==> src/rtl/ifid_queue_pkg.sv <==
// Shared definitions for the IF/ID instruction queue.
//   INSTR_W   : width of an instruction word
//   ADDR_W    : width of the NPC field carried alongside each instruction
//   NOP_WORD  : instruction handed to decode when the queue holds nothing
//   DEPTH_DEF : default number of queue entries
//   cnt_w()   : occupancy counter width for a given depth (must hold 0..depth)
package ifid_queue_pkg;

  localparam int INSTR_W   = 32;
  localparam int ADDR_W    = 32;
  localparam int DEPTH_DEF = 4;
  localparam logic [INSTR_W-1:0] NOP_WORD = 32'h0000_0000;

  // Default counter width; modules with a non-default depth use cnt_w().
  localparam int CNT_W = $clog2(DEPTH_DEF) + 1;

  function automatic int cnt_w(input int depth);
    return $clog2(depth) + 1;
  endfunction

endpackage

==> src/rtl/ifid_queue_mem.sv <==
// DEPTH x W register array for the IF/ID queue.
// One synchronous write port, one asynchronous read port. Contents are not
// reset; the control logic never presents an unwritten entry as valid.
//   clk   : rising-edge clock
//   we    : write enable
//   waddr : write index
//   wdata : write data
//   raddr : read index
//   rdata : combinational read data
module ifid_queue_mem #(
  parameter int DEPTH = 4,
  parameter int W     = 64,
  localparam int PTR_W = $clog2(DEPTH)
) (
  input  logic             clk,
  input  logic             we,
  input  logic [PTR_W-1:0] waddr,
  input  logic [W-1:0]     wdata,
  input  logic [PTR_W-1:0] raddr,
  output logic [W-1:0]     rdata
);

  logic [W-1:0] mem [DEPTH];

  always_ff @(posedge clk) begin
    if (we) mem[waddr] <= wdata;
  end

  assign rdata = mem[raddr];

endmodule

==> src/rtl/ifid_queue.sv <==
// DEPTH-entry instruction queue between IF and decode.
// Handshake: IF offers {Instruction_F, NPC_F} with push_valid; the entry is
// taken on the rising edge when push_valid & push_ready & ~kill. Decode takes
// the head on the rising edge when pop & ~empty & ~kill; pop on an empty queue
// is ignored. push_ready is combinational and may depend on pop, so a full
// queue still accepts a push in a cycle where decode pops.
// kill empties the queue on the next edge and discards any same-cycle push/pop.
// Ports:
//   clk, reset (async, active low)
//   push_valid/push_ready, Instruction_F, NPC_F : fetch side
//   pop, kill                                   : decode / hazard side
//   Instruction_D, NPC_D, valid_D               : head entry (NOP/0 when empty)
//   count, full, empty                          : occupancy status
module ifid_queue
  import ifid_queue_pkg::*;
#(
  parameter int DEPTH = DEPTH_DEF,
  localparam int PTR_W = $clog2(DEPTH),
  localparam int CW    = cnt_w(DEPTH)
) (
  input  logic               clk,
  input  logic               reset,
  input  logic               push_valid,
  output logic               push_ready,
  input  logic [INSTR_W-1:0] Instruction_F,
  input  logic [ADDR_W-1:0]  NPC_F,
  input  logic               pop,
  input  logic               kill,
  output logic [INSTR_W-1:0] Instruction_D,
  output logic [ADDR_W-1:0]  NPC_D,
  output logic               valid_D,
  output logic [CW-1:0]      count,
  output logic               full,
  output logic               empty
);

  localparam int W = INSTR_W + ADDR_W;

  logic [PTR_W-1:0] wr_ptr, rd_ptr;
  logic [CW-1:0]    cnt_q;
  logic             push_en, pop_en;
  logic [W-1:0]     rdata;

  assign full  = (cnt_q == CW'(DEPTH));
  assign empty = (cnt_q == '0);
  assign count = cnt_q;

  assign push_ready = ~full | (pop & ~kill);
  assign pop_en     = pop & ~empty & ~kill;
  assign push_en    = push_valid & push_ready & ~kill;

  // Pointers wrap naturally because DEPTH is a power of two.
  always_ff @(posedge clk or negedge reset) begin
    if (!reset) begin
      wr_ptr <= '0;
      rd_ptr <= '0;
      cnt_q  <= '0;
    end else if (kill) begin
      wr_ptr <= '0;
      rd_ptr <= '0;
      cnt_q  <= '0;
    end else begin
      if (push_en) wr_ptr <= wr_ptr + PTR_W'(1);
      if (pop_en)  rd_ptr <= rd_ptr + PTR_W'(1);
      if (push_en && !pop_en)      cnt_q <= cnt_q + CW'(1);
      else if (pop_en && !push_en) cnt_q <= cnt_q - CW'(1);
    end
  end

  ifid_queue_mem #(
    .DEPTH (DEPTH),
    .W     (W)
  ) u_mem (
    .clk   (clk),
    .we    (push_en),
    .waddr (wr_ptr),
    .wdata ({Instruction_F, NPC_F}),
    .raddr (rd_ptr),
    .rdata (rdata)
  );

  assign valid_D       = ~empty;
  assign Instruction_D = empty ? NOP_WORD : rdata[W-1:ADDR_W];
  assign NPC_D         = empty ? '0 : rdata[ADDR_W-1:0];

  // Occupancy must stay within 0..DEPTH; an underflow would wrap to a large value.
  a_no_overflow: assert property (@(posedge clk) disable iff (!reset)
    cnt_q <= CW'(DEPTH));

endmodule

==> config.mk <==
export PLATFORM = sky130hd
export DESIGN_NAME = ifid_queue
export DESIGN_NICKNAME = d
export VERILOG_FILES = /design/src/rtl/ifid_queue_pkg.sv /design/src/rtl/ifid_queue_mem.sv /design/src/rtl/ifid_queue.sv
export SDC_FILE = /design/constraint.sdc
export NUM_CORES = 1
export LEC_CHECK = 0
export CORE_ASPECT_RATIO = 1.4
export CORE_MARGIN = 3
export CORE_UTILIZATION = 50
export DETAILED_ROUTE_END_ITERATION = 16
export GPL_TIMING_DRIVEN = 0
export PLACE_DENSITY = 0.76
export SLEW_MARGIN = 5
export SYNTH_ARGS = -nofsm -noshare
export SYNTH_HDL_FRONTEND = slang
export SYNTH_HIERARCHICAL = 1
export SYNTH_SLANG_ARGS = --single-unit
export TNS_END_PERCENT = 1
==> constraint.sdc <==
create_clock -name clk -period 18 [get_ports clk]
set_input_delay 5.4 -clock clk [delete_from_list [all_inputs] [get_ports clk]]
set_output_delay 5.4 -clock clk [all_outputs]
set_load 0.1 [all_outputs]
; ---- Word level (Yosys, flattened, before mapping)
; Memories as Yosys holds them, arrays and structs flattened.
; Index checks and enable logic that the tools add are counted.
[word_totals]
ff_bits = 7
ram_bits = 256
out_inout_bits = 71
memories = 1
[classes]
addsub = 4
eq_ne = 1
muxes = 11
bitwise = 9
n_reduce_logical = 8
[mem_list]
columns = memory, depth, width, read_ports, rd_clocked_by_memory_dff, wr, line_no
row1 = u_mem.mem, 4, 64, 1, 0, 1, ifid_queue_mem.sv:23  ; logic [W-1:0] mem [DEPTH];
[ops]
columns = cell, count
row1 = $mux 32, 2
row2 = $mux 3, 3
row3 = $mux 2, 4
row4 = $and 1x1->1, 5
row5 = $add 2x1->2 const B, 2
row6 = $reduce_bool 2->1, 2
row7 = $add 3x1->3 const B, 1
row8 = $eq 3x3->1 const B, 1
row9 = $logic_not 3->1, 1
row10 = $not 1->1, 3
row11 = $reduce_bool 3->1, 1
row12 = $sub 3x1->3 const B, 1
row13 = $logic_and 1x1->1, 2
row14 = $logic_not 1->1, 2
row15 = $mux 1, 2
row16 = $or 1x1->1, 1

; ---- Logic depth before layout (Yosys ltp)
; Gate-level depths: netlist of the first run.
[logic_depth]
ltp_word = 10
depth_mapped = 9
mapped_depth_nobuf = 9

; ---- Modules after synthesis
; Netlist of the first run, hierarchy kept.
[modules_own_cells]
columns = module, n_inst, cells_each, area_per_inst_um2
row1 = ifid_queue_mem, 1, 338, 9341.5
row2 = ifid_queue, 1, 129, 958.4

; ---- Worst setup path before layout of the first run
; Ideal clock, no wire load.
[synth_timing]
kind = input -> output
start = input port pop
end = output port push_ready
arrival_time_ps = 7805
required_time_ps = 12600
path_slack_ps = 4795
cell_stages = 3
n_path_buf = 1
path_cell_list = buf_2 inv_1 o21ai_0
[synth_via]
elab_chain_cells = 2
[synth_rtl]
columns = element, line_no
row1 = start: declaration, ifid_queue.sv:27  ; input logic pop,
row2 = $and 1x1->1, ifid_queue.sv:48  ; assign push_ready = ~full | (pop & ~kill);
row3 = $or 1x1->1, ifid_queue.sv:48
row4 = end: declaration, ifid_queue.sv:24  ; output logic push_ready,
; Every way passes these cells.

; ---- Worst setup path in the final report of the first run
; Same ends and word-level chain as after synthesis.

==> results of run 1 <==
[worst paths after layout]
| check | start | end | slack, ns | cells after the start |
|---|---|---|---|---|
| worst max register to register | count[2] | u_mem/mem[0][11] | 15.34 | 8 |
| worst min-delay path | rd_ptr[1] | rd_ptr[1] | 0.62 | 2 |
| min in group asynchronous | reset | count[1] | 5.17 | 1 |
| worst min register to register | rd_ptr[1] | rd_ptr[1] | 0.62 | 2 |
| worst max-delay path | pop | push_ready | 5.44 | 4 |
| max in group asynchronous | reset | rd_ptr[1] | 12.56 | 1 |
[layout by cell type, fill, tap and decap left out, drive strengths merged]
cell / Yosys / final
nor3: 2 / 2
xor2: 4 / 4
clkbuf: 5 / 34
nand2: 3 / 3
a31oi: 2 / 2
o21ai: 4 / 4
a21o: 1 / 1
o21bai: 1 / 1
inv: 5 / 6
and3: 1 / 1
mux4: 64 / 64
fa: 1 / 1
nor2b: 1 / 1
nand2b: 1 / 1
edfxtp: 256 / 256
nand3b: 3 / 3
and3b: 2 / 2
o32ai: 1 / 1
and2: 65 / 65
a2111oi: 1 / 1
buf: 19 / 30
o211ai: 1 / 1
nor2: 9 / 9
or3: 1 / 1
clkinv: 0 / 10
clkdlybuf4s50: 0 / 137
or3b: 2 / 2
bufinv: 0 / 4
dfrtp: 7 / 7
nor3b: 2 / 2
a21oi: 1 / 1
nand3: 2 / 2
[synthesized netlist by cell type]
cell,number
a2111oi_2,1
a21o_1,1
a21oi_1,1
a31oi_1,2
and2_1,65
and3_1,1
and3b_1,2
buf_12,6
buf_2,9
buf_6,4
clkbuf_1,4
clkbuf_2,1
dfrtp_1,7
edfxtp_1,256
fa_1,1
inv_1,5
mux4_1,4
mux4_2,60
nand2_1,2
nand2_2,1
nand2b_1,1
nand3_1,1
nand3_2,1
nand3b_1,3
nor2_1,9
nor2b_1,1
nor3_1,2
nor3b_1,2
o211ai_2,1
o21ai_0,3
o21ai_2,1
o21bai_1,1
o32ai_1,1
or3_4,1
or3b_1,1
or3b_4,1
xor2_1,4
[critical path: stages]
cell	delay, ns
buf_2	0.23
inv_1	0.14
o21ai_0	0.21
clkdlybuf4s50_1	1.17
[routing by layer]
metal,vias to the layer above,share of wire,track usage,wire [um]
met5,-,0,0,0
met4,0,0.019,0.0461,371
met3,34,0.051,0.0289,1010
met2,153,0.55,0.330,10900
met1,2560,0.38,0.226,7530
li1,2247,-,-,-
[registers in the layout, indices dropped and copies added, names as in the netlist]
name	count
wr_ptr	2
u_mem/mem	256
rd_ptr	2
count	3
[area by class of cell]
cell class | count | area [um^2] | area share
Tap cell | 252 | 315 | 0.0243
Sequential cell | 263 | 7860 | 0.606
Buffer | 24 | 230 | 0.0177
Timing Repair Buffer | 148 | 1530 | 0.118
Inverter | 5 | 18.8 | 0.00145
Clock buffer | 29 | 641 | 0.0493
Multi-Input combinational cell | 175 | 2210 | 0.170
Clock inverter | 15 | 178 | 0.0137
[logic make-up (layout without fill, tap and decap cells)]
family	Yosys count	after routing	share of synthesized area
DFF	263	263	0.763
xor gates and xnor gates	4	4	0.00340
AOI/OAI and AO/OA	12	12	0.00899
adders and majority gates	1	1	0.00194
buffers and inverters	29	221	0.0242
and+or+nand+nor	94	94	0.0567
muxes	64	64	0.141
[through the flow]
stage | hold slack, ns | utilization
floorplan | 0.504 | -
global route | 0.647 | 0.647
finish | 0.624 | 0.647
detailed placement | 0.587 | 0.606
global placement | 0.523 | 0.597
CTS | 0.631 | 0.647
[power groups by stage]
stage               clock, mW  combinational [mW]  sequential (mW)
finish                  0.526               0.918            0.711
global route            0.565               0.951            0.713
CTS                     0.537               0.928            0.711
detailed placement          0               0.925            0.724
global placement            0               0.912            0.726
floorplan                   0               0.695            0.737
==> flow_summary.json, run 1 <==
{
  "internal_power_mw": 1.27,
  "ys_seq_area_frac": 0.763,
  "synth_top_cell_by_area": "edfxtp_1",
  "dr_total_vias": 4994,
  "synth_area_leaders": "edfxtp_1, mux4_2, and2_1, dfrtp_1, buf_12",
  "path_class": "input pin to output pin",
  "postPlaceCellArea_um2": 12200,
  "period_minus_slack_ns": 12.56,
  "cts_buffers": 25,
  "postCtsHoldBufs": 0,
  "clock_sinks": 263,
  "setup_tns_ns": 0,
  "setup_viol": 0,
  "final_nets": 712,
  "switching_share": 0.409,
  "fin_ws_ns": 5.44,
  "drive_gt1_frac": 0.209,
  "row_count": 61,
  "hpwl_um": 12700,
  "p_leak_nw": 4.22,
  "finalCritPeriodShare": 0.698,
  "htreeDepth": 1,
  "maxCapViolations": 0,
  "grt_pass1_wl_um": 31400,
  "post-place-cells": 867,
  "post-place-ws_ns": 5.49,
  "syn_avg_cell_area_um2": 22.1,
  "cts_tree": "done",
  "io_pins": 140,
  "grt_setup_unrepaired": "false",
  "routed_wl_um": 19800,
  "finalPower_mw": 2.15,
  "root_buffer": "clkbuf_16",
  "cp-end-kind": "output pin",
  "die_x_um": 127,
  "synth.top_cell.area_share": 0.746,
  "port_buffers": 137,
  "power_density_nw_per_um2": 166,
  "clk_latency_ns": 0.51,
  "max_freq_mhz": 79.6,
  "cp_max_fo": 10,
  "grt_usage": 0.181,
  "drt_iter0_markers": 444,
  "status": "complete, no violations",
  "clock_path_buffers": 3,
  "arrival_ns": 7.16,
  "relSlewSlack": 0.294,
  "final_cells": 911,
  "fill_cells": 1375,
  "ys_types": 37,
  "power_switching_mw": 0.882,
  "drc": 0,
  "power_frac_comb": 0.426,
  "coreArea_um2": 20100,
  "power.share.sequential": 0.330,
  "grt_overflow_total": 0,
  "final_antenna_net_count": 0,
  "yosysWarningCount": 6,
  "dieArea_um2": 22400,
  "ys_ff_latch": 263,
  "first_pass_iters": 5,
  "clock_power_share": 0.244,
  "cts.reportedPaths.clkPinSlew_ns": 0.07,
  "netlist_area_um2": 10300,
  "post_cts_resized": 0,
  "worst_pin_slew_ns": 1.06,
  "place.gp.congestion": 0.831,
  "maxSlewViolCount": 0,
  "via_per_inst": 5.48,
  "grt_pass1_vias": 5604,
  "area_growth_pct": 26.1,
  "grt_start_max_net_pins": 41,
  "initial_core_util": 0.513,
  "skew_ns": 0.00912,
  "syn_inst": 467,
  "hold_class": "flip-flop to flip-flop",
  "diodes": 0,
  "hold_viol_final": 0,
  "cts_setup_buffers": 0,
  "wl_per_cell_um": 21.7,
  "cp-start-kind": "input pin",
  "finalInstanceArea_um2": 13000,
  "vdd_drop_max_mv": 0.117,
  "antenna_found_initial": 0,
  "floorplan.die.height_um": 176,
  "crit_required_ns": 12.60,
  "synth_nets": 537
}
(Power assumes the default switching activity.)
==> run 2: changes to the inputs <==
==> constraint.sdc (replaced) <==
create_clock -name clk -period 12 [get_ports clk]
set_input_delay 3.6 -clock clk [delete_from_list [all_inputs] [get_ports clk]]
set_output_delay 3.6 -clock clk [all_outputs]
set_load 0.1 [all_outputs]
==> results of run 2 <==
The final DEF is identical to that of run 1. Status: complete, no violations.
Main changes from that run: setup slack after placement 5.49 ns -> 3.09 ns; setup slack after layout 5.44 ns -> 3.04 ns; register-to-register setup slack 15.34 ns -> 9.34 ns; total power 2.15 mW -> 3.23 mW; worst IR drop on VDD 0.117 mV -> 0.175 mV
==> run 3: changes to the inputs <==
--- a/config.mk
+++ b/config.mk
@@ -7,10 +7,10 @@
 export LEC_CHECK = 0
 export CORE_ASPECT_RATIO = 1.4
 export CORE_MARGIN = 3
-export CORE_UTILIZATION = 50
+export CORE_UTILIZATION = 49
 export DETAILED_ROUTE_END_ITERATION = 16
 export GPL_TIMING_DRIVEN = 0
-export PLACE_DENSITY = 0.76
+export PLACE_DENSITY = 0.77
 export SLEW_MARGIN = 5
 export SYNTH_ARGS = -nofsm -noshare
 export SYNTH_HDL_FRONTEND = slang
==> constraint.sdc (replaced) <==
create_clock -name clk -period 7.5 [get_ports clk]
set_input_delay 2.25 -clock clk [delete_from_list [all_inputs] [get_ports clk]]
set_output_delay 2.25 -clock clk [all_outputs]
set_load 0.1 [all_outputs]
==> run 3 against run 2 <==
Setup slack got worse by 1.7 ns. Wire length is 1.4% lower. Sequential cell count unchanged. Clock skew rose by 0.0020 ns. Count of clock-buffer cells in the layout down 1. Sequential share of layout area grew 0.18 points. Non-clock buffer count shrank 4. Sequential power up 60%. First-iteration DRC count decreased by 21%. Clock power increased by 53%. Die area up 2.0%. Critical path depth did not move.
==> flow_summary.json, run 3 (synthesis gave the netlist of run 1 again) <==
{
  "cp-end-kind": "output pin",
  "root_buffer": "clkbuf_16",
  "grt_start_max_net_pins": 35,
  "regMostFlops": "u_mem/mem",
  "via_per_inst": 5.47,
  "grt_setup_unrepaired": "false",
  "hold_class": "flip-flop to flip-flop",
  "hold_ws_ns": 0.544,
  "hold_viol_final": 0,
  "hpwl_um": 12400,
  "clock_sinks": 263,
  "setup_viol": 0,
  "grt_pass1_vias": 5447,
  "cts_setup_buffers": 0,
  "grt_usage": 0.174,
  "switching_share": 0.410,
  "power.share.sequential": 0.333,
  "drc": 0,
  "floorplan.die.height_um": 178,
  "dieArea_um2": 22800,
  "area_growth_pct": 25.7,
  "cts.reportedPaths.clkPinSlew_ns": 0.06,
  "io_pins": 140,
  "r2r_cells": 6,
  "min_path_cells": 2,
  "cts_tree": "done",
  "maxSlewViolCount": 0,
  "power_frac_comb": 0.429,
  "die_x_um": 129,
  "layout_commonest_cell": "edfxtp_1",
  "diodes": 0,
  "arrival_ns": 3.91,
  "initial_core_util": 0.501,
  "postCtsHoldBufs": 0,
  "internal_power_mw": 3.02,
  "final_antenna_net_count": 0,
  "final_nets": 708,
  "relSlewSlack": 0.311,
  "power_density_nw_per_um2": 396,
  "routed_wl_um": 19500,
  "dr_total_vias": 4988,
  "status": "complete, no violations",
  "drive_gt1_frac": 0.206,
  "finalCritPeriodShare": 0.822,
  "htreeDepth": 1,
  "drt_iter0_markers": 350,
  "clk_latency_ns": 0.51,
  "cp-start-kind": "input pin",
  "first_pass_iters": 4,
  "power_switching_mw": 2.10,
  "skew_ns": 0.0111,
  "coreArea_um2": 20600,
  "clock_path_buffers": 3,
  "crit_required_ns": 5.25,
  "port_buffers": 137,
  "cp_max_fo": 10,
  "p_leak_nw": 4.18,
  "row_count": 62,
  "post_cts_resized": 0,
  "antenna_found_initial": 0,
  "wl_per_cell_um": 21.4,
  "grt_pass1_wl_um": 30500,
  "clock_power_share": 0.237,
  "place.gp.congestion": 0.772,
  "vdd_drop_max_mv": 0.311,
  "period_minus_slack_ns": 6.16,
  "finalPower_mw": 5.12,
  "path_class": "input pin to output pin",
  "cts_buffers": 25,
  "fill_cells": 1395,
  "max_freq_mhz": 162,
  "maxCapViolations": 0,
  "grt_overflow_total": 0,
  "final_cell_mix": "edfxtp_1, clkdlybuf4s50_1, and2_1",
  "largest_reg_flops": 256,
  "worst_pin_slew_ns": 1.03
}
-- run 3: cell types whose count changed in the layout (fill, tap and decap cells not counted), moves of 2 or more --
cell        before  now
buf_16           3    1
clkinvlp_4       0    3
buf_12           6    9
buf_6            9    5
buf_4            3    0
buf_8            0    2
-- run 3: area by class of cell --
cell class,instances,area [um^2],area share
timing repair buffer,144,1500,0.116
clock inverter,17,165,0.0128
buffer,24,230,0.0178
clock buffer,28,637,0.0492
inverter,5,18.8,0.00145
tap,256,320,0.0247
sequential,263,7860,0.607
multi-input combinational,175,2210,0.171
-- run 3: per-stage QoR --
stage               std cells  area (um^2)   util  worst slack (ns)  setup TNS (ns)
floorplan                 467        10300      -             0.595               0
global route              912        12900  0.630              1.19               0
CTS                       912        12900  0.630              1.31               0
global placement          860        12000  0.584            -0.667          -42.49
detailed placement        867        12100  0.591              1.32               0
finish                    912        12900  0.630              1.34               0
-- run 3: critical path, stage by stage --
cell and delay (ns):
buf_2 0.22, inv_1 0.13, o21ai_0 0.16, clkdlybuf4s50_1 1.15
-- run 3: power groups by stage --
stage | clock [mW] | combinational, mW | sequential [mW]
6_report | 1.21 | 2.20 | 1.71
3_3_place_gp | 0 | 2.19 | 1.74
4_1_cts | 1.25 | 2.22 | 1.71
2_1_floorplan | 0 | 1.67 | 1.77
5_1_grt | 1.31 | 2.28 | 1.71
3_5_place_dp | 0 | 2.22 | 1.74
-- run 3: final timing paths --
kind | start | end | slack [ns]
max | pop | push_ready | 1.34
min | rd_ptr[1] | rd_ptr[1] | 0.54
max reg2reg | count[2] | u_mem/mem[0][5] | 4.75
min reg2reg | rd_ptr[1] | rd_ptr[1] | 0.54
max in group asynchronous | reset | count[0] | 5.22
min in group asynchronous | reset | count[1] | 2.02
-- run 3: routing by layer --
metal  share of wire  vias to the layer above  global-route usage
li1                -                     2244                   -
met3           0.049                       36              0.0280
met1            0.38                     2557               0.222
met4           0.023                        0              0.0534
met5               0                        -                   0
met2            0.54                      151               0.307
